## config.mk

```make
export PLATFORM = sky130hd
export DESIGN_NAME = instruction_fetch_unit_flat
export DESIGN_NICKNAME = d
export VERILOG_FILES = /design/src/rtl/instruction_fetch_unit_pkg.sv /design/src/rtl/instruction_fetch_unit_if.sv /design/src/rtl/instruction_fetch_unit_skid.sv /design/src/rtl/instruction_fetch_unit.sv /design/src/flat_wrapper.sv
export SDC_FILE = /design/constraint.sdc
export NUM_CORES = 1
export LEC_CHECK = 0
export ABC_AREA = 1
export BUFFER_PORTS_ARGS = -buffer_cell sky130_fd_sc_hd__buf_2
export CORE_MARGIN = 4
export CORE_UTILIZATION = 62
export DETAILED_ROUTE_END_ITERATION = 8
export PLACE_DENSITY_LB_ADDON = 0.25
export SETUP_SLACK_MARGIN = 0.1
export SYNTH_ARGS = -nofsm -noshare
export SYNTH_HDL_FRONTEND = slang
export SYNTH_SLANG_ARGS = --single-unit
```

## constraint.sdc

```tcl
create_clock -name CLK -period 3.5 [get_ports CLK]
set_input_delay 0.35 -clock CLK [delete_from_list [all_inputs] [get_ports CLK]]
set_output_delay 0.35 -clock CLK [all_outputs]
set_load 0.02 [all_outputs]
```

## src/rtl/instruction_fetch_unit_pkg.sv

```systemverilog
// Shared types for the fetch stage: FSM encoding, NOP word,
// skid-buffer entry and word alignment helper.
package instruction_fetch_unit_pkg;

   typedef enum logic [1:0] {
      S_IDLE  = 2'd0,
      S_FETCH = 2'd1,
      S_HOLD  = 2'd2
   } fetch_state_e;

   localparam logic [31:0] NOP_WORD = 32'h0000_0013;

   typedef struct packed {
      logic [31:0] instr;
      logic [31:0] pc;
   } skid_entry_t;

   function automatic logic [31:0] align_word(input logic [31:0] a);
      return {a[31:2], 2'b00};
   endfunction

endpackage

```

## src/rtl/instruction_fetch_unit_if.sv

```systemverilog
// Instruction-cache read port with busywait handshake.
// master = fetch unit, slave = cache.
interface instruction_fetch_unit_if;

   logic        imem_read;
   logic [31:0] imem_address;
   logic [31:0] imem_readdata;
   logic        imem_busywait;

   modport master (
      output imem_read,
      output imem_address,
      input  imem_readdata,
      input  imem_busywait
   );

   modport slave (
      input  imem_read,
      input  imem_address,
      output imem_readdata,
      output imem_busywait
   );

endinterface

```

## src/rtl/instruction_fetch_unit_skid.sv

```systemverilog
// One-entry {instr,pc} buffer catching a cache response
// that arrives while decode is stalled.
module fetch_skid_buffer
   import instruction_fetch_unit_pkg::*;
(
   input  logic        clk,
   input  logic        rst_n,
   input  logic        load,
   input  logic        clear,
   input  skid_entry_t din,
   output skid_entry_t dout,
   output logic        valid
);

   skid_entry_t ent_q, ent_d;
   logic        vld_q, vld_d;

   always_comb begin
      ent_d = ent_q;
      vld_d = vld_q;
      if (load) begin
         ent_d = din;
         vld_d = 1'b1;
      end else if (clear) begin
         vld_d = 1'b0;
      end
   end

   always_ff @(posedge clk or negedge rst_n) begin
      if (!rst_n) begin
         ent_q <= '0;
         vld_q <= 1'b0;
      end else begin
         ent_q <= ent_d;
         vld_q <= vld_d;
      end
   end

   assign dout  = ent_q;
   assign valid = vld_q;

endmodule

```

## src/rtl/instruction_fetch_unit.sv

```systemverilog
// Fetch stage: owns the PC, reads the I-cache, squashes
// wrong-path fetches on redirect and drives the IF/ID register.
module instruction_fetch_unit
   import instruction_fetch_unit_pkg::*;
#(
   parameter logic [31:0] RESET_PC  = 32'h0000_0000,
   parameter logic [31:0] NOP_INSTR = NOP_WORD
) (
   input  logic                      CLK,
   input  logic                      RESET,
   input  logic                      branch_or_jump_signal,
   input  logic [31:0]               branch_jump_addres,
   input  logic                      STALL,
   instruction_fetch_unit_if.master  imem,
   output logic [31:0]               INSTRUCTION,
   output logic [31:0]               PC,
   output logic [31:0]               INCREMENTED_PC_by_four,
   output logic                      VALID
);

   fetch_state_e state_q, state_d;
   logic [31:0]  pc_q, pc_d;
   logic         pend_q, pend_d;
   logic [31:0]  tgt_q, tgt_d;
   logic [31:0]  instr_q, instr_d;
   logic [31:0]  pco_q, pco_d;
   logic [31:0]  pc4_q, pc4_d;
   logic         valid_q, valid_d;

   logic         done;
   logic         redir;
   logic [31:0]  target;
   logic         skid_load;
   logic         skid_clear;
   logic         skid_vld;
   skid_entry_t  skid_in;
   skid_entry_t  skid_out;

   assign redir  = branch_or_jump_signal;
   assign target = align_word(branch_jump_addres);
   assign done   = (state_q == S_FETCH) && !imem.imem_busywait;

   assign skid_in = '{instr: imem.imem_readdata, pc: pc_q};

   fetch_skid_buffer u_skid (
      .clk   (CLK),
      .rst_n (RESET),
      .load  (skid_load),
      .clear (skid_clear),
      .din   (skid_in),
      .dout  (skid_out),
      .valid (skid_vld)
   );

   always_comb begin
      state_d    = state_q;
      pc_d       = pc_q;
      pend_d     = pend_q;
      tgt_d      = tgt_q;
      instr_d    = instr_q;
      pco_d      = pco_q;
      pc4_d      = pc4_q;
      valid_d    = valid_q;
      skid_load  = 1'b0;
      skid_clear = 1'b0;
      unique case (state_q)
         S_IDLE: begin
            state_d = S_FETCH;
         end
         S_FETCH: begin
            if (redir && !done) begin
               // in-flight read must finish before the target is fetched
               pend_d  = 1'b1;
               tgt_d   = target;
               valid_d = 1'b0;
            end else if (done && (redir || pend_q)) begin
               pc_d    = redir ? target : tgt_q;
               pend_d  = 1'b0;
               valid_d = 1'b0;
            end else if (done && STALL) begin
               skid_load = 1'b1;
               state_d   = S_HOLD;
            end else if (done) begin
               instr_d = imem.imem_readdata;
               pco_d   = pc_q;
               pc4_d   = pc_q + 32'd4;
               valid_d = 1'b1;
               pc_d    = pc_q + 32'd4;
            end else if (!STALL) begin
               valid_d = 1'b0;
            end
         end
         S_HOLD: begin
            if (redir) begin
               skid_clear = 1'b1;
               pc_d       = target;
               valid_d    = 1'b0;
               state_d    = S_FETCH;
            end else if (!STALL && skid_vld) begin
               skid_clear = 1'b1;
               instr_d    = skid_out.instr;
               pco_d      = skid_out.pc;
               pc4_d      = skid_out.pc + 32'd4;
               valid_d    = 1'b1;
               pc_d       = skid_out.pc + 32'd4;
               state_d    = S_FETCH;
            end
         end
         default: begin
            state_d = S_IDLE;
         end
      endcase
   end

   always_ff @(posedge CLK or negedge RESET) begin
      if (!RESET) begin
         state_q <= S_IDLE;
         pc_q    <= RESET_PC;
         pend_q  <= 1'b0;
         tgt_q   <= '0;
         instr_q <= NOP_INSTR;
         pco_q   <= '0;
         pc4_q   <= '0;
         valid_q <= 1'b0;
      end else begin
         state_q <= state_d;
         pc_q    <= pc_d;
         pend_q  <= pend_d;
         tgt_q   <= tgt_d;
         instr_q <= instr_d;
         pco_q   <= pco_d;
         pc4_q   <= pc4_d;
         valid_q <= valid_d;
      end
   end

   assign imem.imem_read    = (state_q == S_FETCH);
   assign imem.imem_address = pc_q;

   assign INSTRUCTION            = valid_q ? instr_q : NOP_INSTR;
   assign PC                     = pco_q;
   assign INCREMENTED_PC_by_four = pc4_q;
   assign VALID                  = valid_q;

endmodule

```

## src/flat_wrapper.sv

```systemverilog
// flat-port wrapper written by rule: the top's interface ports become plain ports
module instruction_fetch_unit_flat import instruction_fetch_unit_pkg::*;
#(
   parameter logic [31:0] RESET_PC  = 32'h0000_0000,
   parameter logic [31:0] NOP_INSTR = NOP_WORD
)
  (CLK, RESET, branch_or_jump_signal, branch_jump_addres, STALL, INSTRUCTION, PC, INCREMENTED_PC_by_four, VALID, imem_imem_read, imem_imem_address, imem_imem_readdata, imem_imem_busywait);
  instruction_fetch_unit_if imem_i ();
  input  logic CLK;
  input  logic RESET;
  input  logic branch_or_jump_signal;
  input  logic [31:0] branch_jump_addres;
  input  logic STALL;
  output logic [31:0] INSTRUCTION;
  output logic [31:0] PC;
  output logic [31:0] INCREMENTED_PC_by_four;
  output logic VALID;
  output wire logic [$bits(imem_i.imem_read)-1:0] imem_imem_read;
  output wire logic [$bits(imem_i.imem_address)-1:0] imem_imem_address;
  input wire logic [$bits(imem_i.imem_readdata)-1:0] imem_imem_readdata;
  input wire logic [$bits(imem_i.imem_busywait)-1:0] imem_imem_busywait;
  assign imem_imem_read = imem_i.imem_read;
  assign imem_imem_address = imem_i.imem_address;
  assign imem_i.imem_readdata = imem_imem_readdata;
  assign imem_i.imem_busywait = imem_imem_busywait;
  instruction_fetch_unit #(.RESET_PC(RESET_PC), .NOP_INSTR(NOP_INSTR)) u_core (.CLK(CLK), .RESET(RESET), .branch_or_jump_signal(branch_or_jump_signal), .branch_jump_addres(branch_jump_addres), .STALL(STALL), .imem(imem_i), .INSTRUCTION(INSTRUCTION), .PC(PC), .INCREMENTED_PC_by_four(INCREMENTED_PC_by_four), .VALID(VALID));
endmodule
```

==> impl_metrics.xml <==
<?xml version="1.0" encoding="UTF-8"?>
<metrics>
  <group name="outcome">
    <metric name="outcome" unit="">completed</metric>
  </group>
  <group name="finish">
    <metric name="area_growth_syn_to_layout" unit="%">16.4</metric>
    <metric name="insertedDiodeCount" unit="">0</metric>
    <metric name="drive_above_1_share" unit="%">15.1</metric>
    <metric name="n_fill_cell" unit="">1615</metric>
    <metric name="layout_nets" unit="">1938</metric>
  </group>
  <group name="detailed_routing">
    <metric name="post_drt_wl_per_cell" unit="µm">18.0</metric>
    <metric name="detail_route.drc_violations" unit="">0</metric>
    <metric name="drt-total-wl" unit="mm">38.7</metric>
    <metric name="routed_via_density" unit="">5.70</metric>
    <metric name="firstDrtPassIters" unit="">7</metric>
    <metric name="drt_iter0_drc" unit="">1222</metric>
    <metric name="detail_route_antenna_nets" unit="">0</metric>
    <metric name="detailroute.via_count" unit="">12241</metric>
  </group>
  <group name="yosys">
    <metric name="yosys.area.top_type" unit="">sky130_fd_sc_hd__dfrtp_1</metric>
    <metric name="syn-instance-count" unit="">1705</metric>
    <metric name="synth-edff-count" unit="">0</metric>
    <metric name="proportion_of_synthesized_chip_area_in_sequential_cells" unit="%">46.2</metric>
    <metric name="post-synth-top-area-fraction" unit="%">45.5</metric>
    <metric name="synthesis.area_per_instance" unit="µm²">7.15</metric>
    <metric name="synthesis.nets" unit="">1780</metric>
    <metric name="synth.distinct_cells" unit="">36</metric>
    <metric name="post_synth_main_area_contributors" unit="">sky130_fd_sc_hd__dfrtp_1, sky130_fd_sc_hd__nand2_1, sky130_fd_sc_hd__nor2_1, sky130_fd_sc_hd__inv_1, sky130_fd_sc_hd__o21ai_0</metric>
    <metric name="ys_seq_elements" unit="">225</metric>
    <metric name="ys_async_sr_fraction" unit="%">100</metric>
    <metric name="synth_warnings" unit="">0</metric>
    <metric name="dominantRegCellSynth" unit="">sky130_fd_sc_hd__dfrtp_1</metric>
    <metric name="netlist_area" unit="mm²">0.0122</metric>
  </group>
  <group name="clock_tree">
    <metric name="h_tree_levels" unit="">1</metric>
    <metric name="cts_buffer_depth" unit="">3</metric>
    <metric name="cts_stage_hold_buffer_count" unit="">1</metric>
    <metric name="tritoncts_clock_tree" unit="">yes</metric>
    <metric name="clkLatencyLatePin" unit="ns">0.53</metric>
    <metric name="cts_num_sinks" unit="">225</metric>
    <metric name="ctsRootBufferMaster" unit="">sky130_fd_sc_hd__clkbuf_16</metric>
    <metric name="tritoncts.num_buffers" unit="">25</metric>
    <metric name="worst_setup_hold_path_clk_slew" unit="ns">0.06</metric>
    <metric name="cts_repair_resize_count" unit="">0</metric>
    <metric name="cts_setup_buffers" unit="">0</metric>
  </group>
  <group name="sta">
    <metric name="max_freq" unit="MHz">367</metric>
    <metric name="period_minus_slack" unit="ns">2.72</metric>
    <metric name="hold_viol" unit="">0</metric>
    <metric name="worstMarginPinSlew" unit="ns">0.789</metric>
    <metric name="post-route-period-util" unit="%">77.8</metric>
    <metric name="final.setup.tns" unit="ns">0</metric>
    <metric name="final.setup_skew" unit="ns">0.0137</metric>
    <metric name="rsz0062_at_grt" unit="">false</metric>
    <metric name="finalMaxSlewViolations" unit="">0</metric>
    <metric name="setup_violators_final" unit="">0</metric>
    <metric name="worst_slew_margin_rel" unit="%">47.4</metric>
  </group>
  <group name="critical_path">
    <metric name="critPathArrivalTime" unit="ns">3.14</metric>
    <metric name="crit_chain" unit="">inv_1 &gt; ha_1 &gt; nand2_1 &gt; nor2_4 &gt; inv_2 &gt; nand2_2 &gt; nand3_1 &gt; buf_4 &gt; a21oi_1 &gt; nand3_1 &gt; and2_1</metric>
    <metric name="timing.critical_path.required" unit="ns">3.91</metric>
    <metric name="cp_max_fo" unit="">50</metric>
    <metric name="critical_path.most_common_cell" unit="">sky130_fd_sc_hd__nand3_1</metric>
    <metric name="path_class" unit="">reg2reg</metric>
    <metric name="worstSetupEndpointType" unit="">flip-flop</metric>
    <metric name="worst_path_max_delay_cell" unit="">sky130_fd_sc_hd__nor2_4</metric>
    <metric name="setup.worst_path.start_class" unit="">flip-flop</metric>
    <metric name="timing.reg2reg.setup_slack" unit="ns">0.78</metric>
    <metric name="worst_path_max_stage_delay" unit="ns">0.47</metric>
  </group>
  <group name="floorplanning">
    <metric name="pin_count" unit="">199</metric>
    <metric name="coreArea" unit="mm²">0.0194</metric>
    <metric name="die_x" unit="µm">148</metric>
    <metric name="rows" unit="">51</metric>
    <metric name="fp.dieH" unit="µm">148</metric>
    <metric name="fp.dieArea" unit="mm²">0.0220</metric>
    <metric name="initial_utilization" unit="%">62.9</metric>
  </group>
  <group name="placed_design">
    <metric name="routabilityCongestion" unit="">0.956</metric>
    <metric name="half_perimeter_wire_length_of_the_detailed_placement_result" unit="mm">26.8</metric>
    <metric name="placement.io_buffers" unit="">196</metric>
  </group>
  <group name="power">
    <metric name="pwr_density_cell" unit="mW/mm²">1090</metric>
    <metric name="power.total" unit="mW">15.5</metric>
    <metric name="power.leakage" unit="nW">7.44</metric>
    <metric name="irDropWorstVdd" unit="mV">1.11</metric>
  </group>
  <group name="global_route">
    <metric name="grt_use_total" unit="%">34.9</metric>
    <metric name="grt_overflow" unit="">0</metric>
    <metric name="grt_first_pass_wirelength" unit="mm">61.4</metric>
    <metric name="grt_max_degree" unit="">105</metric>
    <metric name="grt_pass1_vias" unit="">11421</metric>
    <metric name="initial_antenna_violation_count" unit="">0</metric>
  </group>
  <group name="run">
    <metric name="cap_viol_max_count" unit="">0</metric>
  </group>
  <group name="worst_hold_path">
    <metric name="hp-class" unit="">in2reg</metric>
  </group>
</metrics>
-- final cells by class --
class                           count  area [µm²]  area share, %
Clock buffer                       38         734           5.18
Inverter                          160         604           4.26
Multi-Input combinational cell   1228        5550           39.1
Clock inverter                      7        88.8          0.626
Tap cell                          265         332           2.34
Sequential cell                   225        5630           39.7
Timing Repair Buffer              223        1250           8.78
-- worst paths after layout --
kind,startpoint,end,cells past startpoint
max,u_core.state_q[1],u_core.imem.imem_address[19],11
min,imem_imem_readdata[27],u_core.u_skid.dout[59],3
max reg2reg,u_core.state_q[1],u_core.imem.imem_address[19],11
min reg2reg,u_core.INCREMENTED_PC_by_four[25],u_core.INCREMENTED_PC_by_four[25],2
max in group asynchronous,RESET,u_core.u_skid.dout[21],3
min in group asynchronous,RESET,u_core.u_skid.dout[60],2
-- worst max-delay path: cells and delay by family, from the launching register on --
kind	cells	cell delay (ns)
buffers and inverters	3	0.54
flip-flops	1	0.41
adder cells (fa/ha/maj)	1	0.28
AND/OR/NAND/NOR	6	1.15
AO/OA/AOI/OAI	1	0.23
-- power by group --
group	internal, mW	leakage, nW	switching, mW
clock network	1.59	0.408	1.07
logic	2.44	4.40	5.31
registers	3.92	2.63	1.13
total	7.95	7.44	7.51
-- state kept, by name (all words and copies together), names as in the netlist --
register,cells
u_core.u_skid.dout,64
u_core.PC,30
u_core.imem.imem_address,32
u_core.VALID,1
u_core.tgt_q,30
u_core.pend_q,1
u_core.u_skid.valid,1
u_core.state_q,2
u_core.INCREMENTED_PC_by_four,32
u_core.instr_q,32
-- Yosys cell counts (3+ instances only) --
| master | instances |
|---|---|
| sky130_fd_sc_hd__dfstp_2 | 3 |
| sky130_fd_sc_hd__o22ai_1 | 23 |
| sky130_fd_sc_hd__xnor2_1 | 5 |
| sky130_fd_sc_hd__o21bai_1 | 4 |
| sky130_fd_sc_hd__a31oi_1 | 66 |
| sky130_fd_sc_hd__inv_1 | 155 |
| sky130_fd_sc_hd__a21boi_1 | 4 |
| sky130_fd_sc_hd__a21oi_1 | 45 |
| sky130_fd_sc_hd__o21ai_0 | 108 |
| sky130_fd_sc_hd__o21ai_1 | 7 |
| sky130_fd_sc_hd__buf_4 | 9 |
| sky130_fd_sc_hd__nor2_4 | 3 |
| sky130_fd_sc_hd__nor2_1 | 175 |
| sky130_fd_sc_hd__o211ai_1 | 15 |
| sky130_fd_sc_hd__ha_1 | 6 |
| sky130_fd_sc_hd__nand3_1 | 68 |
| sky130_fd_sc_hd__nor2_2 | 7 |
| sky130_fd_sc_hd__a22oi_1 | 3 |
| sky130_fd_sc_hd__o221ai_1 | 3 |
| sky130_fd_sc_hd__dfrtp_1 | 222 |
| sky130_fd_sc_hd__buf_2 | 35 |
| sky130_fd_sc_hd__and2_1 | 5 |
| sky130_fd_sc_hd__nand2_2 | 3 |
| sky130_fd_sc_hd__nand3b_1 | 9 |
| sky130_fd_sc_hd__nand2_1 | 640 |
| sky130_fd_sc_hd__clkbuf_1 | 48 |
| sky130_fd_sc_hd__inv_2 | 5 |
| sky130_fd_sc_hd__xor2_1 | 20 |
-- layer usage --
layer / GRT usage [%] / wire, µm / vias up
met1: 51.3 / 16300 / 5742
met3: 5.45 / 3820 / 78
met2: 55.1 / 17800 / 692
li1: - / - / 5729
met5: 0 / 0 / -
met4: 8.68 / 861 / 0
-- metrics by stage --
| stage | hold WS [ns] | setup slack (ns) | area, µm² | util [%] | cells |
|---|---|---|---|---|---|
| 6_report | 0.0390 | 0.777 | 14200 | 73.2 | 2146 |
| 5_1_grt | 0.0382 | 0.557 | 14200 | 73.2 | 2146 |
| 4_1_cts | 0.0297 | 0.831 | 14200 | 73.2 | 2146 |
| 3_5_place_dp | 0.451 | 0.869 | 13400 | 68.9 | 2100 |
| 3_3_place_gp | 0.457 | 0.970 | 13400 | 68.9 | 2100 |
| 2_1_floorplan | 0.0544 | 1.55 | 12200 | - | 1705 |
-- cell families after synthesis --
group,synth area share (%)
AO/OA/AOI/OAI,13.3
adder cells (fa/ha/maj),0.615
buffers and inverters,8.39
XOR/XNOR,1.80
AND/OR/NAND/NOR,29.7
flip-flops,46.2
-- cell usage in the layout, fill, tap and decap left out, types with 7 or more instances in the layout --
cell type / n
sky130_fd_sc_hd__dfrtp_1: 222
sky130_fd_sc_hd__o21ai_0: 108
sky130_fd_sc_hd__a31oi_1: 66
sky130_fd_sc_hd__o211ai_1: 15
sky130_fd_sc_hd__buf_4: 22
sky130_fd_sc_hd__nor2_1: 175
sky130_fd_sc_hd__clkbuf_1: 7
sky130_fd_sc_hd__o21ai_1: 7
sky130_fd_sc_hd__nor2_2: 7
sky130_fd_sc_hd__inv_1: 155
sky130_fd_sc_hd__nand3b_1: 9
sky130_fd_sc_hd__nand3_1: 68
sky130_fd_sc_hd__a21oi_1: 45
sky130_fd_sc_hd__xor2_1: 20
sky130_fd_sc_hd__o22ai_1: 23
sky130_fd_sc_hd__buf_2: 195
sky130_fd_sc_hd__nand2_1: 640
sky130_fd_sc_hd__clkbuf_16: 25
No activity file was read; power rests on OpenSTA's default activity.
